**config.mk**
```make
export PLATFORM = sky130hd
export DESIGN_NAME = rob_commit_unit_flat
export DESIGN_NICKNAME = d
export VERILOG_FILES = /design/src/rtl/rob_commit_pkg.sv /design/src/rtl/rob_commit_unit_if.sv /design/src/rtl/rob_commit_unit.sv /design/src/flat_wrapper.sv
export SDC_FILE = /design/constraint.sdc
export NUM_CORES = 1
export LEC_CHECK = 0
export ABC_AREA = 1
export CAP_MARGIN = 30
export CORE_MARGIN = 4
export CORE_UTILIZATION = 30
export CTS_CLUSTER_DIAMETER = 40
export DETAILED_ROUTE_END_ITERATION = 10
export PLACE_DENSITY = 0.48
export SLEW_MARGIN = 20
export SYNTH_ARGS = -nofsm -noshare
export SYNTH_HDL_FRONTEND = slang
export SYNTH_SLANG_ARGS = --single-unit
```
**constraint.sdc**
```tcl
create_clock -name clk -period 4 [get_ports clk]
set_input_delay 0.8 -clock clk [delete_from_list [all_inputs] [get_ports clk]]
set_output_delay 0.8 -clock clk [all_outputs]
set_load 0.01 [all_outputs]
```
**src/rtl/rob_commit_pkg.sv**
```systemverilog
// Shared types for the reorder-buffer commit interface.
package rob_commit_pkg;
  typedef enum logic {
    reg_commit_no_wb = 1'b0,
    reg_commit_wb    = 1'b1
  } commit_type_t;
endpackage

```
**src/rtl/rob_commit_unit_if.sv**
```systemverilog
// Issue/complete/flush inputs and per-slot retirement outputs of the reorder buffer.
interface rob_commit_unit_if #(
  parameter int ROB_SIZE_WIDTH         = 4,
  parameter int MAX_COMMITS            = 2,
  parameter int PHYSICAL_REG_NUM_WIDTH = 6,
  parameter int ARCH_REG_NUM_WIDTH     = 5,
  parameter int CMPL_PORTS             = 2
);
  import rob_commit_pkg::*;

  logic                                         alloc_valid;
  logic [ROB_SIZE_WIDTH-1:0]                    alloc_tag;
  logic [PHYSICAL_REG_NUM_WIDTH-1:0]            alloc_phy_dst;
  logic [ARCH_REG_NUM_WIDTH-1:0]                alloc_arch_dst;
  logic                                         alloc_reg_wb;
  logic [CMPL_PORTS-1:0]                        cmpl_valid;
  logic [CMPL_PORTS-1:0][ROB_SIZE_WIDTH-1:0]    cmpl_tag;
  logic                                         flush;

  logic [MAX_COMMITS-1:0]                              commit_valid;
  commit_type_t [MAX_COMMITS-1:0]                      commit_type;
  logic [MAX_COMMITS-1:0][PHYSICAL_REG_NUM_WIDTH-1:0]  commited_wr_register;
  logic [MAX_COMMITS-1:0][ARCH_REG_NUM_WIDTH-1:0]      commit_arch_reg;
  logic [MAX_COMMITS-1:0][ROB_SIZE_WIDTH-1:0]          commit_tag;
  logic [ROB_SIZE_WIDTH:0]                             occupancy;
  logic                                                proto_err;

  modport master (
    output alloc_valid, alloc_tag, alloc_phy_dst, alloc_arch_dst, alloc_reg_wb,
           cmpl_valid, cmpl_tag, flush,
    input  commit_valid, commit_type, commited_wr_register, commit_arch_reg,
           commit_tag, occupancy, proto_err
  );

  modport slave (
    input  alloc_valid, alloc_tag, alloc_phy_dst, alloc_arch_dst, alloc_reg_wb,
           cmpl_valid, cmpl_tag, flush,
    output commit_valid, commit_type, commited_wr_register, commit_arch_reg,
           commit_tag, occupancy, proto_err
  );
endinterface

```
**src/rtl/rob_commit_unit.sv**
```systemverilog
// In-order reorder buffer: retires up to MAX_COMMITS oldest done entries per cycle, outputs
// registered (completion at edge N commits at N+1 earliest); no backpressure, misuse sets proto_err.
module rob_commit_unit
  import rob_commit_pkg::*;
#(
  parameter int ROB_SIZE_WIDTH         = 4,
  parameter int MAX_COMMITS            = 2,
  parameter int PHYSICAL_REG_NUM_WIDTH = 6,
  parameter int ARCH_REG_NUM_WIDTH     = 5,
  parameter int CMPL_PORTS             = 2
) (
  input  logic             clk,
  input  logic             reset,
  rob_commit_unit_if.slave rob
);
  localparam int ROB_DEPTH = 1 << ROB_SIZE_WIDTH;
  localparam int OW        = ROB_SIZE_WIDTH + 1;

  typedef logic [ROB_SIZE_WIDTH-1:0] tag_t;

  logic [ROB_DEPTH-1:0]              ent_valid;
  logic [ROB_DEPTH-1:0]              ent_done;
  logic [ROB_DEPTH-1:0]              ent_reg_wb;
  logic [PHYSICAL_REG_NUM_WIDTH-1:0] ent_phy  [ROB_DEPTH];
  logic [ARCH_REG_NUM_WIDTH-1:0]     ent_arch [ROB_DEPTH];

  tag_t          head;
  tag_t          tail;
  logic [OW-1:0] occ;

  logic [MAX_COMMITS-1:0] sel;
  tag_t                   sel_idx [MAX_COMMITS];
  logic [OW-1:0]          sel_cnt;
  logic                   run;

  logic alloc_ok;
  logic alloc_err;
  logic cmpl_err;
  tag_t next_tail;

  // Selection stops at the first entry that is not both valid and done, keeping slots contiguous.
  always_comb begin
    sel     = '0;
    sel_cnt = '0;
    run     = 1'b1;
    for (int i = 0; i < MAX_COMMITS; i++) begin
      sel_idx[i] = head + tag_t'(i);
      run        = run & ent_valid[sel_idx[i]] & ent_done[sel_idx[i]];
      sel[i]     = run;
      sel_cnt    = sel_cnt + OW'(run);
    end
  end

  always_comb begin
    alloc_ok  = rob.alloc_valid & ~ent_valid[rob.alloc_tag];
    alloc_err = rob.alloc_valid &  ent_valid[rob.alloc_tag];
    cmpl_err  = 1'b0;
    for (int p = 0; p < CMPL_PORTS; p++) begin
      if (rob.cmpl_valid[p] && !ent_valid[rob.cmpl_tag[p]]) cmpl_err = 1'b1;
    end
    next_tail = alloc_ok ? (rob.alloc_tag + tag_t'(1)) : tail;
  end

  always_ff @(posedge clk or posedge reset) begin
    if (reset) begin
      ent_valid                <= '0;
      ent_done                 <= '0;
      head                     <= '0;
      tail                     <= '0;
      occ                      <= '0;
      rob.proto_err            <= 1'b0;
      rob.commit_valid         <= '0;
      rob.commit_tag           <= '0;
      rob.commited_wr_register <= '0;
      rob.commit_arch_reg      <= '0;
      for (int i = 0; i < MAX_COMMITS; i++) rob.commit_type[i] <= reg_commit_no_wb;
    end else if (rob.flush) begin
      ent_valid                <= '0;
      ent_done                 <= '0;
      head                     <= next_tail;
      tail                     <= next_tail;
      occ                      <= '0;
      rob.commit_valid         <= '0;
      rob.commit_tag           <= '0;
      rob.commited_wr_register <= '0;
      rob.commit_arch_reg      <= '0;
      for (int i = 0; i < MAX_COMMITS; i++) rob.commit_type[i] <= reg_commit_no_wb;
    end else begin
      rob.commit_valid <= sel;
      for (int i = 0; i < MAX_COMMITS; i++) begin
        rob.commit_tag[i]           <= sel[i] ? sel_idx[i] : '0;
        rob.commited_wr_register[i] <= sel[i] ? ent_phy[sel_idx[i]] : '0;
        rob.commit_arch_reg[i]      <= sel[i] ? ent_arch[sel_idx[i]] : '0;
        rob.commit_type[i]          <= (sel[i] && ent_reg_wb[sel_idx[i]]) ? reg_commit_wb
                                                                          : reg_commit_no_wb;
      end
      // Order matters: completions, then retire clears, then the new allocation.
      for (int p = 0; p < CMPL_PORTS; p++) begin
        if (rob.cmpl_valid[p] && ent_valid[rob.cmpl_tag[p]]) ent_done[rob.cmpl_tag[p]] <= 1'b1;
      end
      for (int i = 0; i < MAX_COMMITS; i++) begin
        if (sel[i]) begin
          ent_valid[sel_idx[i]] <= 1'b0;
          ent_done[sel_idx[i]]  <= 1'b0;
        end
      end
      if (alloc_ok) begin
        ent_valid[rob.alloc_tag] <= 1'b1;
        ent_done[rob.alloc_tag]  <= 1'b0;
      end
      head          <= head + tag_t'(sel_cnt);
      tail          <= next_tail;
      occ           <= occ + OW'(alloc_ok) - sel_cnt;
      rob.proto_err <= rob.proto_err | alloc_err | cmpl_err;
    end
  end

  // Payload is only read through valid-gated selection, so it needs no reset.
  always_ff @(posedge clk) begin
    if (alloc_ok && !rob.flush) begin
      ent_phy[rob.alloc_tag]    <= rob.alloc_phy_dst;
      ent_arch[rob.alloc_tag]   <= rob.alloc_arch_dst;
      ent_reg_wb[rob.alloc_tag] <= rob.alloc_reg_wb;
    end
  end

  assign rob.occupancy = occ;
endmodule

```
**src/flat_wrapper.sv**
```systemverilog
// flat-port wrapper written by rule: the top's interface ports become plain ports
module rob_commit_unit_flat import rob_commit_pkg::*;
#(
  parameter int ROB_SIZE_WIDTH         = 4,
  parameter int MAX_COMMITS            = 2,
  parameter int PHYSICAL_REG_NUM_WIDTH = 6,
  parameter int ARCH_REG_NUM_WIDTH     = 5,
  parameter int CMPL_PORTS             = 2
)
  (clk, reset, rob_alloc_valid, rob_alloc_tag, rob_alloc_phy_dst, rob_alloc_arch_dst, rob_alloc_reg_wb, rob_cmpl_valid, rob_cmpl_tag, rob_flush, rob_commit_valid, rob_commit_type, rob_commited_wr_register, rob_commit_arch_reg, rob_commit_tag, rob_occupancy, rob_proto_err);
  rob_commit_unit_if #(.ROB_SIZE_WIDTH(ROB_SIZE_WIDTH), .MAX_COMMITS(MAX_COMMITS), .PHYSICAL_REG_NUM_WIDTH(PHYSICAL_REG_NUM_WIDTH), .ARCH_REG_NUM_WIDTH(ARCH_REG_NUM_WIDTH), .CMPL_PORTS(CMPL_PORTS)) rob_i ();
  input  logic clk;
  input  logic reset;
  input wire logic [$bits(rob_i.alloc_valid)-1:0] rob_alloc_valid;
  input wire logic [$bits(rob_i.alloc_tag)-1:0] rob_alloc_tag;
  input wire logic [$bits(rob_i.alloc_phy_dst)-1:0] rob_alloc_phy_dst;
  input wire logic [$bits(rob_i.alloc_arch_dst)-1:0] rob_alloc_arch_dst;
  input wire logic [$bits(rob_i.alloc_reg_wb)-1:0] rob_alloc_reg_wb;
  input wire logic [$bits(rob_i.cmpl_valid)-1:0] rob_cmpl_valid;
  input wire logic [$bits(rob_i.cmpl_tag)-1:0] rob_cmpl_tag;
  input wire logic [$bits(rob_i.flush)-1:0] rob_flush;
  output wire logic [$bits(rob_i.commit_valid)-1:0] rob_commit_valid;
  output wire logic [$bits(rob_i.commit_type)-1:0] rob_commit_type;
  output wire logic [$bits(rob_i.commited_wr_register)-1:0] rob_commited_wr_register;
  output wire logic [$bits(rob_i.commit_arch_reg)-1:0] rob_commit_arch_reg;
  output wire logic [$bits(rob_i.commit_tag)-1:0] rob_commit_tag;
  output wire logic [$bits(rob_i.occupancy)-1:0] rob_occupancy;
  output wire logic [$bits(rob_i.proto_err)-1:0] rob_proto_err;
  assign rob_i.alloc_valid = rob_alloc_valid;
  assign rob_i.alloc_tag = rob_alloc_tag;
  assign rob_i.alloc_phy_dst = rob_alloc_phy_dst;
  assign rob_i.alloc_arch_dst = rob_alloc_arch_dst;
  assign rob_i.alloc_reg_wb = rob_alloc_reg_wb;
  assign rob_i.cmpl_valid = rob_cmpl_valid;
  assign rob_i.cmpl_tag = rob_cmpl_tag;
  assign rob_i.flush = rob_flush;
  assign rob_commit_valid = rob_i.commit_valid;
  assign rob_commit_type = rob_i.commit_type;
  assign rob_commited_wr_register = rob_i.commited_wr_register;
  assign rob_commit_arch_reg = rob_i.commit_arch_reg;
  assign rob_commit_tag = rob_i.commit_tag;
  assign rob_occupancy = rob_i.occupancy;
  assign rob_proto_err = rob_i.proto_err;
  rob_commit_unit #(.ROB_SIZE_WIDTH(ROB_SIZE_WIDTH), .MAX_COMMITS(MAX_COMMITS), .PHYSICAL_REG_NUM_WIDTH(PHYSICAL_REG_NUM_WIDTH), .ARCH_REG_NUM_WIDTH(ARCH_REG_NUM_WIDTH), .CMPL_PORTS(CMPL_PORTS)) u_core (.clk(clk), .reset(reset), .rob(rob_i));
endmodule
```
* After elaboration in Yosys (flattened, before gate mapping)
Memory sizes are Yosys's and may differ from the RTL's. Cells that the tools add are included.
Cells by class: $lt $le $gt $ge 10, reduce and logical (&&, ||, !) cells 15, multiplexer cells 65, bitwise logic cells 19, add/subtract/negate cells 6
Operator list (number):
- $mux 16 | 16
- $and 16x16->16 | 5
- $not 16->16 | 3
- $or 16x16->16 | 3
- $bmux 1 s4 | 9
- $lt 4x5->1 const B | 5
- $demux 1 s4 | 5
- $ge 4x1->1 const B | 5
- $mux 1 | 20
- $bwmux 16 | 1
- $mux 4 | 4
- $mux 5 | 3
- $logic_and 1x1->1 | 12
- $mux 12 | 1
- $mux 6 | 2
- $mux 10 | 1
- $add 4x1->4 const B | 2
- $mux 8 | 1
- $add 5x1->5 | 1
- $and 1x1->1 | 5
- $sub 5x5->5 | 1
- $add 4x4->4 | 1
- $mux 2 | 2
- $logic_not 1->1 | 3
- 3 further kinds | 4
Word-level totals: memory bits (writable) 176, bits of input ports 30, word-level logic and storage cells 133, flip-flop bits (word level) 96, memories 2, output and inout port bits 40
Memory list:
- u_core.ent_phy | words 16, bits a word 6, rd ports 2, clocked after Yosys merged registers in 0, write ports 1, line rob_commit_unit.sv:24 | logic [PHYSICAL_REG_NUM_WIDTH-1:0] ent_phy [ROB_DEPTH];
- u_core.ent_arch | words 16, bits a word 5, rd ports 2, clocked after Yosys merged registers in 0, write ports 1, line rob_commit_unit.sv:25 | logic [ARCH_REG_NUM_WIDTH-1:0] ent_arch [ROB_DEPTH];

* Depth between registers and ports, before layout
depth after elaboration 19, gate-level depth with buffers 27

* Worst setup path before layout
OpenSTA, ideal clock, no wires.
path type flip-flop to flip-flop, start reg u_core.head[1], end reg u_core.occ[4] (netlist: u_core.rob.occupancy[4]), clock period less this slack 4.150 ns, arrival 4.018 ns, setup slack -0.150 ns, required time 3.869 ns, stages on the path, launching flop included 27, library setup time 0.131 ns, cells stage by stage dfrtp_1 -> buf_2 -> inv_2 -> buf_2 -> buf_1 -> ha_1 -> buf_6 -> inv_2 -> buf_6 -> nand3_1 -> nand3_1 -> nand2_1 -> nor2_1 -> nor2_1 -> nor3_4 -> ha_1 -> ha_1 -> inv_1 -> ha_1 -> inv_1 -> fa_1 -> inv_1 -> a21oi_1 -> nor2_1 -> nor2_1 -> xor2_1 -> nor2_1
On the way: word-level cells in the longest chain between the ends 8
RTL lines:
- start: declaration | line rob_commit_unit.sv:27 | tag_t head;
- start signal: assignment | line rob_commit_unit.sv:80 | head <= next_tail;
- start signal: assignment | line rob_commit_unit.sv:111 | head <= head + tag_t'(sel_cnt);
- $add 4x1->4 / $bmux 1 s4 (equally long branches) | line rob_commit_unit.sv:47, rob_commit_unit.sv:48
- $bmux 1 s4 / $mux 1 (equally long branches) | line rob_commit_unit.sv:48 | run = run & ent_valid[sel_idx[i]] & ent_done[sel_idx[i]];
- $mux 1 (implied by the code) / $and 1x1->1 (equally long branches) | line rob_commit_unit.sv:48
- $and 1x1->1 (2 in a row) | line rob_commit_unit.sv:48
- $add 1x1->2 * | line rob_commit_unit.sv:50 | sel_cnt = sel_cnt + OW'(run);
- $sub 5x5->5 * | line rob_commit_unit.sv:113 | occ <= occ + OW'(alloc_ok) - sel_cnt;
- $mux 5 * | line rob_commit_unit.sv:77 | end else if (rob.flush) begin
- end signal: assignment | line rob_commit_unit.sv:113
- end: declaration | line rob_commit_unit.sv:29 | logic [OW-1:0] occ;
Mark *: on every way between the ends. The rest lies on a longest branch, timed or not. The select of a mux whose other input is x is not followed. A chain may end at the register's enable or synchronous reset.

* Worst setup path after layout
start reg u_core.head[0], end reg u_core.occ[4] (netlist: u_core.rob.occupancy[4])
The elaborated chain is that of the path after synthesis.

==> reports/metrics.csv <==
metric,value,unit
critical_path.cell_chain,"inv_6, ha_2, inv_2, buf_4, nand3_1, nand2_1, nand2_1, o21ai_2, nor3_4, ha_1, ha_1, inv_1, ha_1, inv_1, fa_1, inv_1, a21oi_1, nor2_1, nor2_1, xor2_1, nor2_1",
num_rows,81,
worstSetupPathType,register to register,
status,"finished, final reports clean",
io_pins,70,
dp_slack,0.266,ns
htreeDepth,2,
cts_tree,yes,
async_reset_ff_frac,0.294,
cp_slowest_cell,dfrtp_4,
clk-insertion-delay-late,0.61,ns
final_nets,1939,
area_growth,21.9,%
syn_nets,1860,
setup_tns,0,ns
cp.required,4.45,ns
fin_crit,3.64,ns
power.density,604,nW/um2
avgSynthCellArea,8.27,um2
cap_violations,0,
clk_pin_slew,0.04,ns
layout-drive-gt1-share,0.102,
fmax,275,MHz
hp-class,register to register,
root_buffer,clkbuf_16,
setup_slack,0.363,ns
ys_seq_elements,272,
grt_pass1_vias,12560,
max-clock-path-buffers,3,
cp_max_fo,14,
grt_overflow,0,
synth_top_flop_cell,edfxtp_1,
synth_compound_area_frac,0.152,
first_pass_iters,8,
leakage,7.59,nW
drtIter0Drc,1435,
finalCritPeriodShare,0.909,
slew_viol_final,0,
grt_use_met2,0.331,
die-area,53400,um2
synth_edf_count,192,
finalWeightedCongestion,0.958,
route.detailed.wl_per_inst,21.9,um
hpwl,36500,um
clock-sinks,272,
viasPerCell,5.08,
use_met3,0.0441,
synth-xor-area-share,0.00352,
max-vdd-ir-drop,0.336,mV
yosys.area_share.simple,0.214,
initial_utilization,0.305,
grt_use_met1,0.272,
synth_adder_area_share,0.0203,
ys_seq_area_frac,0.520,
cts_resized,0,
grt_pass1_wl,83100,um
antenna_found_initial,6,
cp-end-kind,register,
hold_viol,0,
busiest_layer,met2,
vias,13176,
arrival,4.09,ns
ys_warn_count,0,
synthCells,1807,
wl,56900,um
largestRegisters,"u_core.ent_phy (96), u_core.ent_arch (80)",
remaining_drc_errors,0,
track_usage,0.209,
syn_area,14900,um2
tightest_slew,0.981,ns
cp-start-kind,register,
portBuffers,69,
die_w,231,um
maxSlewHeadroom,0.346,
cts_hold_buf,0,
synth_cell_types,34,
cpPeakStageDelay,0.47,ns
synthMuxAreaShare,0,
largest_reg_flops,96,
core,49100,um2
ant_nets,0,
synth_top_family_by_area,simple AND/OR/NAND/NOR gates,
postCtsSetupRepairBufs,0,
fp.dieH,231,um
ff2ff_setup_slack,0.36,ns
grt_max_degree,109,
finClkSkew,0.0427,ns
regMostFlops,u_core.ent_phy,
cts-buffers-inserted,53,
rsz0062_at_grt,no,
setup_viol_count_final,0,
critical path, delay by kind of cell, from the launching register on:
kind,cells,cell delay [ns]
AOI/OAI and AO/OA,2,0.15
xor gates and xnor gates,1,0.14
and+or+nand+nor,7,0.68
adders and majority gates,5,1.51
buffers and inverters,6,0.56
DFF,1,0.47
report_power, final:
group	total [W]	switching [W]	internal (W)
clock network	0.00445	0.00160	0.00286
registers	0.00317	0.0000613	0.00311
logic	0.00338	0.00237	0.00101
synth_stat cells, types with 8 or more instances:
cell | instances | share of area
buf_6 | 12 | 0.0090
nand2_1 | 295 | 0.074
nor2_1 | 268 | 0.067
dfrtp_1 | 80 | 0.13
ha_1 | 21 | 0.018
buf_4 | 8 | 0.0040
inv_2 | 8 | 0.0020
nand3_1 | 102 | 0.034
o211ai_1 | 10 | 0.0050
inv_1 | 200 | 0.050
o21ai_0 | 207 | 0.069
o21ai_1 | 9 | 0.0030
buf_1 | 10 | 0.0025
a21oi_1 | 211 | 0.071
clkbuf_1 | 42 | 0.011
buf_2 | 31 | 0.010
nand4_1 | 54 | 0.023
edfxtp_1 | 192 | 0.39
nor2_2 | 11 | 0.0046
through the flow:
step	utilization	total power, W	hold WS [ns]	cells	cell area, um2
global route	0.371	0.0116	0.495	2595	18200
floorplan	-	0.00551	0.445	1807	14900
detailed placement	0.333	0.00654	0.469	2491	16300
global placement	0.333	0.00652	0.460	2491	16300
CTS	0.370	0.0111	0.478	2591	18100
finish	0.371	0.0110	0.465	2596	18200
layout by cell type, fill, tap and decap left out, types with 2 or more instances in the layout:
master,count
a22oi_1,4
clkinvlp_4,6
clkdlybuf4s50_1,69
buf_16,2
clkbuf_8,4
xnor2_1,2
nand2_4,3
o21ai_0,207
nor2_4,3
fa_1,2
inv_1,199
clkinv_2,9
clkinv_4,6
nand3_2,4
ha_1,20
xor2_1,4
a21oi_1,211
o211ai_1,10
bufinv_16,5
nand2_2,4
clkinv_8,2
dfrtp_1,78
nand2_1,295
clkinv_1,2
nor2_2,15
nor2_1,264
inv_6,9
nor3_1,4
nand3_1,102
o21ai_1,9
edfxtp_1,192
nand4_1,54
clkbuf_1,4
buf_4,57
clkbuf_16,53
inv_2,8
kinds of logic (layout without fill, tap and decap cells):
| family | after synthesis | after routing |
|---|---|---|
| compound gates | 444 | 444 |
| xor+xnor | 6 | 6 |
| other cells | 0 | 1 |
| simple gates | 749 | 749 |
| fa+ha+maj | 23 | 23 |
| buf+inv | 313 | 437 |
| flops | 272 | 272 |
routing by layer:
layer  vias to the layer above  share of wire  routed length (um)
met2                       504           0.45               25800
met3                       154          0.067                3830
met5                         -        0.00088                  50
li1                       6263              -                   -
met1                      6247           0.43               24200
met4                         8          0.052                2980
final cells by class:
type,count,area [um2]
Antenna cell,1,2.50
Tap cell,664,831
Fill cell,5138,30800
Clock buffer,61,1400
Timing Repair Buffer,128,1170
Clock inverter,39,414
Sequential cell,272,7770
Multi-Input combinational cell,1222,5830
Inverter,209,792
path summary, 6_finish.rpt:
path	startpoint	endpoint	depth (start not counted)
max in group asynchronous	reset	u_core.rob.commit_tag[5]$_DFF_PP0_	3
hold reg to reg	u_core.rob.proto_err$_DFFE_PP0N_	u_core.rob.proto_err$_DFFE_PP0N_	1
hold / removal	u_core.rob.proto_err$_DFFE_PP0N_	u_core.rob.proto_err$_DFFE_PP0N_	1
setup reg to reg	u_core.head[0]$_DFF_PP0_	u_core.rob.occupancy[4]$_DFF_PP0_	21
setup / recovery	u_core.head[0]$_DFF_PP0_	u_core.rob.occupancy[4]$_DFF_PP0_	21
min in group asynchronous	reset	u_core.rob.commit_arch_reg[4]$_DFF_PP0_	2
(Power assumes the default switching activity.)
